<file path="src/rtl/gate_sweep_pkg.sv">
// gate_sweep_pkg: shared gate-mode codes, sweeper state encoding and mode legality check
package gate_sweep_pkg;
  localparam logic [2:0] MODE_AND  = 3'd0;
  localparam logic [2:0] MODE_OR   = 3'd1;
  localparam logic [2:0] MODE_NAND = 3'd2;
  localparam logic [2:0] MODE_NOR  = 3'd3;
  localparam logic [2:0] MODE_XOR  = 3'd4;
  localparam logic [2:0] MODE_XNOR = 3'd5;
  typedef enum logic [1:0] {
    ST_IDLE = 2'd0,
    ST_RUN  = 2'd1,
    ST_DONE = 2'd2
  } state_t;
  function automatic logic mode_is_legal(input logic [2:0] m);
    return m <= MODE_XNOR;
  endfunction
endpackage

</file>
<file path="src/rtl/gate_sweep_ref.sv">
// gate_ref_model: combinational expected output of an N-input gate for a given mode
module gate_ref_model
  import gate_sweep_pkg::*;
#(
  parameter int N_IN = 2
) (
  input  logic [N_IN-1:0] i_vec,
  input  logic [2:0]      i_mode,
  output logic            o_expected
);
  logic and_r, or_r, par_r;
  // reduce the vector once, then pick or invert the reduction for the mode
  always_comb begin
    and_r = &i_vec;
    or_r  = |i_vec;
    par_r = ^i_vec;
    o_expected = (i_mode == MODE_AND)  ?  and_r :
                 (i_mode == MODE_OR)   ?  or_r  :
                 (i_mode == MODE_NAND) ? ~and_r :
                 (i_mode == MODE_NOR)  ? ~or_r  :
                 (i_mode == MODE_XOR)  ?  par_r :
                 (i_mode == MODE_XNOR) ? ~par_r : 1'b0;
  end
endmodule

</file>
<file path="src/rtl/gate_truth_sweeper.sv">
// gate_truth_sweeper: sweeps all input vectors into a gate, checks each against a reference
module gate_truth_sweeper
  import gate_sweep_pkg::*;
#(
  parameter int N_IN  = 2,
  parameter int DWELL = 250
) (
  input  logic            i_clk,
  input  logic            i_rst_n,
  input  logic            i_start,
  input  logic [2:0]      i_mode,
  input  logic            i_dut_out,
  output logic [N_IN-1:0] o_stim,
  output logic            o_busy,
  output logic            o_done,
  output logic            o_pass,
  output logic [N_IN:0]   o_err_count,
  output logic            o_fail_valid,
  output logic [N_IN-1:0] o_fail_vec,
  output logic            o_cfg_err
);
  localparam int DW = (DWELL > 2) ? $clog2(DWELL) : 1;
  localparam logic [DW-1:0] LAST_DWELL = DW'(DWELL - 1);
  state_t          state_q, state_d;
  logic [N_IN-1:0] vec_q, vec_d;
  logic [DW-1:0]   dwell_q, dwell_d;
  logic [2:0]      mode_q, mode_d;
  logic [N_IN:0]   err_q, err_d;
  logic            fv_q, fv_d;
  logic [N_IN-1:0] fvec_q, fvec_d;
  logic            cfg_q, cfg_d;
  logic            expected;
  logic            mismatch;
  gate_ref_model #(.N_IN(N_IN)) u_ref (
    .i_vec      (vec_q),
    .i_mode     (mode_q),
    .o_expected (expected)
  );
  assign mismatch     = i_dut_out != expected;
  assign o_stim       = vec_q;
  assign o_busy       = state_q == ST_RUN;
  assign o_done       = state_q == ST_DONE;
  assign o_pass       = (state_q == ST_DONE) && (err_q == '0);
  assign o_err_count  = err_q;
  assign o_fail_valid = fv_q;
  assign o_fail_vec   = fvec_q;
  assign o_cfg_err    = cfg_q;
  // state and result registers; vec is zeroed outside RUN so it doubles as the stimulus
  always_ff @(posedge i_clk) begin
    if (!i_rst_n) begin
      state_q <= ST_IDLE;
      vec_q   <= '0;
      dwell_q <= '0;
      mode_q  <= '0;
      err_q   <= '0;
      fv_q    <= 1'b0;
      fvec_q  <= '0;
      cfg_q   <= 1'b0;
    end else begin
      state_q <= state_d;
      vec_q   <= vec_d;
      dwell_q <= dwell_d;
      mode_q  <= mode_d;
      err_q   <= err_d;
      fv_q    <= fv_d;
      fvec_q  <= fvec_d;
      cfg_q   <= cfg_d;
    end
  end
  // start handling outside RUN; dwell/vector stepping and sampling inside RUN
  always_comb begin
    state_d = state_q;
    vec_d   = vec_q;
    dwell_d = dwell_q;
    mode_d  = mode_q;
    err_d   = err_q;
    fv_d    = fv_q;
    fvec_d  = fvec_q;
    cfg_d   = 1'b0;
    if (state_q != ST_RUN) begin
      if (i_start && mode_is_legal(i_mode)) begin
        state_d = ST_RUN;
        mode_d  = i_mode;
        err_d   = '0;
        fv_d    = 1'b0;
        fvec_d  = '0;
        vec_d   = '0;
        dwell_d = '0;
      end else if (i_start) begin
        cfg_d = 1'b1;
      end
    end else if (dwell_q == LAST_DWELL) begin
      if (mismatch) begin
        err_d = err_q + (N_IN+1)'(1);
        if (!fv_q) begin
          fv_d   = 1'b1;
          fvec_d = vec_q;
        end
      end
      dwell_d = '0;
      if (vec_q == '1) begin
        state_d = ST_DONE;
        vec_d   = '0;
      end else begin
        vec_d = vec_q + N_IN'(1);
      end
    end else begin
      dwell_d = dwell_q + DW'(1);
    end
  end
endmodule
</file>
<file path="config.mk">
export PLATFORM = sky130hd
export DESIGN_NAME = gate_truth_sweeper
export DESIGN_NICKNAME = d
export VERILOG_FILES = /design/src/rtl/gate_sweep_pkg.sv /design/src/rtl/gate_sweep_ref.sv /design/src/rtl/gate_truth_sweeper.sv
export SDC_FILE = /design/constraint.sdc
export NUM_CORES = 1
export LEC_CHECK = 0
export ABC_AREA = 1
export CAP_MARGIN = 30
export CORE_ASPECT_RATIO = 0.7
export CORE_MARGIN = 5
export CORE_UTILIZATION = 49
export CTS_BUF_LIST = sky130_fd_sc_hd__clkbuf_8
export DETAILED_ROUTE_END_ITERATION = 12
export PLACE_DENSITY = 0.83
export SLEW_MARGIN = 20
export SYNTH_ARGS = -nofsm -noshare
export SYNTH_HDL_FRONTEND = slang
export SYNTH_SLANG_ARGS = --single-unit
</file>
<file path="constraint.sdc">
create_clock -name i_clk -period 1.6 [get_ports i_clk]
set_input_delay 0.4 -clock i_clk [delete_from_list [all_inputs] [get_ports i_clk]]
set_output_delay 0.4 -clock i_clk [all_outputs]
set_load 0.01 [all_outputs]
</file>
==> flow_metrics.env <==
export IMPL_status="finished, violations left"
export IMPL_violations="negative setup slack"
export IMPL_m1WireLength_microns=1420
export IMPL_wl_met2_microns=1610
export IMPL_worst_slack_ns=-0.00550
export IMPL_drt_wl_total_microns=3340
export IMPL_antenna_found_initial=0
export IMPL_grt_start_max_net_pins=14
export IMPL_cts_inserted_buffers=3
export IMPL_crit_slowest_cell="dfxtp_4"
export IMPL_ys_top_cells_by_area="dfxtp_1 38%, nand2_1 11%, inv_1 7.2%, ha_1 6.5%, a21oi_1 5.6%"
export IMPL_drive_gt1_frac=0.325
export IMPL_synth_warnings=0
export IMPL_arrival_ns=1.80
export IMPL_final_area_sq_mm=0.00170
export IMPL_skew_ns=0.00272
export IMPL_die_area_sq_mm=0.00344
export IMPL_core_sq_mm=0.00219
export IMPL_ir_drop_uv=435
export IMPL_multi_input_area_sq_um=728
export IMPL_hp_class="reg -> reg"
export IMPL_initial_core_util=0.527
export IMPL_worstMarginPinSlew_ns=0.485
export IMPL_fill_cells=142
export IMPL_place_hpwl_microns=2070
export IMPL_dp_cells=220
export IMPL_cp_end_kind="flip-flop"
export IMPL_rows=14
export IMPL_drtIter0Drc=79
export IMPL_synth_top_area_cell="dfxtp_1"
export IMPL_placed_area_sq_mm=0.00147
export IMPL_top_layer="met4"
export IMPL_synthCells=158
export IMPL_synth_cell_area_sq_mm=0.00115
export IMPL_leakage_nw=0.758
export IMPL_slew_headroom=0.677
export IMPL_globalRouteOverflowTotal=0
export IMPL_final_setup_viol_count=2
export IMPL_pre_cts_slack_ns=-0.255
export IMPL_slew_violations=0
export IMPL_grt_first_pass_wirelength_microns=4880
export IMPL_regArea_sq_um=448
export IMPL_ys_types=25
export IMPL_seq_area_frac_synth=0.382
export IMPL_p_total_mw=1.51
export IMPL_syn_avg_cell_area_sq_um=7.30
export IMPL_wl_met3_microns=255
export IMPL_io_buffers=18
export IMPL_gp_congestion=0.840
export IMPL_path_clk_slew_ns=0.08
export IMPL_synth_main_ff_cell="dfxtp_1"
export IMPL_cts_tree="built"
export IMPL_die_h_microns=50.6
export IMPL_cp_top_family="simple AND/OR/NAND/NOR gates"
export IMPL_area_delta_synth_final_pct=47.1
export IMPL_diodes=0
export IMPL_synthArstFlopShare=0
export IMPL_synth_edf_count=0
export IMPL_hold_viol=0
export IMPL_antenna_left=0
export IMPL_worst_ep_required_time_ns=1.79
export IMPL_worstPathCellList="inv_4, ha_4, inv_2, nand2_2, nand3_2, nand3_2, nand2_2, nand2_4, nand3_4, nand2_4, nand2_2, a21oi_2"
export IMPL_finalSetupTns_ns=-0.00627
export IMPL_fmax_ghz=0.623
export IMPL_cpPeakStageDelay_ns=0.39
export IMPL_yosys_register_bits=22
export IMPL_synth_most_common_cell="nand2_1"
export IMPL_post_drt_via_cell_ratio=5.25
export IMPL_grt_usage=0.182
export IMPL_cts_buffer_depth=2
export IMPL_cp_common_cell="nand2_2"
export IMPL_synth_top_cell_area_share=0.382
export IMPL_grt_pass1_vias=1058
export IMPL_layout_nets=211
export IMPL_dr_pass1_iters=4
export IMPL_die_w_microns=68.0
export IMPL_period_needed_ns=1.61
export IMPL_cp_start_kind="flip-flop"
export IMPL_clock_sink_count=22
export IMPL_avgRoutedWirePerCell_microns=14.6
export IMPL_io_pins=19
export IMPL_min_period_over_period=1.00
export IMPL_synth_nets=171
export IMPL_power_density_mw_per_mm2=888
export IMPL_drc=0
export IMPL_clk_latency_ns=0.26
export IMPL_synth_common_cells="33 x nand2_1, 22 x dfxtp_1, 22 x inv_1"
export IMPL_rsz0062_at_grt="true"
export IMPL_htree_levels=1
export IMPL_dr_total_vias=1203
export IMPL_maxCapViolCount=0
export IMPL_cp_max_fo=4
export IMPL_path_class="reg -> reg"
export IMPL_cp_num_buf_inv=2
export IMPL_layout_cells_non_filler=229
export IMPL_cts_root_buf="clkbuf_8"
power breakdown:
part           total, mW  internal (mW)  switching (mW)
clock network      0.401          0.220           0.181
logic              0.493          0.214           0.279
registers          0.613          0.585          0.0280
total               1.51           1.02           0.488
per-layer routing:
layer | vias up | GRT usage
li1 | 586 | -
met1 | 558 | 0.237
met2 | 52 | 0.293
met3 | 7 | 0.0580
met4 | 0 | 0.0429
met5 | - | 0
worst paths after layout:
path	slack, ns	to	from	cells past startpoint
max reg2reg	-0.006	o_err_count[1]	o_stim[1]	12
max	-0.006	o_err_count[1]	o_stim[1]	12
min reg2reg	0.49	o_fail_valid	o_fail_valid	2
min	0.49	o_fail_valid	o_fail_valid	2
worst reg2reg max path, delay by kind of cell (launching register included):
kind / cells / cell delay [ns]
adders and majority gates: 1 / 0.27
AOI/OAI and AO/OA: 1 / 0.12
buffers and inverters: 2 / 0.09
DFF: 1 / 0.39
and+or+nand+nor: 8 / 0.68
final cells by class:
cell class              instances  area share
multi-input cells             108       0.429
inverters                      26      0.0619
flip-flops and latches         22       0.264
repair buffers                 37       0.189
well taps                      32      0.0236
clock buffers                   4      0.0324
cell families after synthesis:
kind of cell / after synthesis / share of synthesized area
buffers and inverters: 28 / 0.0933
flip-flops: 22 / 0.382
AO/OA/AOI/OAI: 27 / 0.130
XOR/XNOR: 5 / 0.0380
adder cells (fa/ha/maj): 6 / 0.0651
AND/OR/NAND/NOR: 70 / 0.292
layout by cell type (no fill, tap or decap), types with 4 or more instances in the layout:
| cell type | synthesis | final |
|---|---|---|
| nand2_1 | 33 | 24 |
| inv_1 | 22 | 19 |
| dfxtp_1 | 22 | 18 |
| buf_4 | 0 | 18 |
| nor2_1 | 15 | 14 |
| a21oi_1 | 13 | 9 |
| clkdlybuf4s50_1 | 0 | 9 |
| nand2_2 | 1 | 8 |
| o21ai_0 | 6 | 6 |
| nand3_1 | 10 | 5 |
| nand3_2 | 1 | 5 |
| dlygate4sd2_1 | 0 | 5 |
| inv_2 | 3 | 4 |
| a21oi_2 | 0 | 4 |
| xor2_1 | 4 | 4 |
| nor3_1 | 4 | 4 |
| ha_1 | 6 | 4 |
| clkbuf_8 | 0 | 4 |
per-stage QoR:
| step | hold slack, ns | utilization |
|---|---|---|
| 2_1_floorplan | 0.445 | - |
| 3_5_place_dp | 0.472 | 0.672 |
| 6_report | 0.487 | 0.775 |
| 3_3_place_gp | 0.461 | 0.672 |
| 4_1_cts | 0.486 | 0.722 |
| 5_1_grt | 0.503 | 0.775 |
timing repair:
item | CTS | global route
hold endpoints to repair | 0 | 0
endpoints found under the setup margin | 13 | 14
buffers inserted | 1 | 4
pin swaps | 6 | 15
gates resized for setup | 26 | 26
hold buffers | 0 | 0
sequential cells by signal (all words and copies together), names as in the netlist:
signal / flops
dwell_q: 8
mode_q: 3
o_err_count: 3
o_fail_vec: 2
o_stim: 2
state_q: 2
o_cfg_err: 1
o_fail_valid: 1
Power figures use the tool's default switching activity.
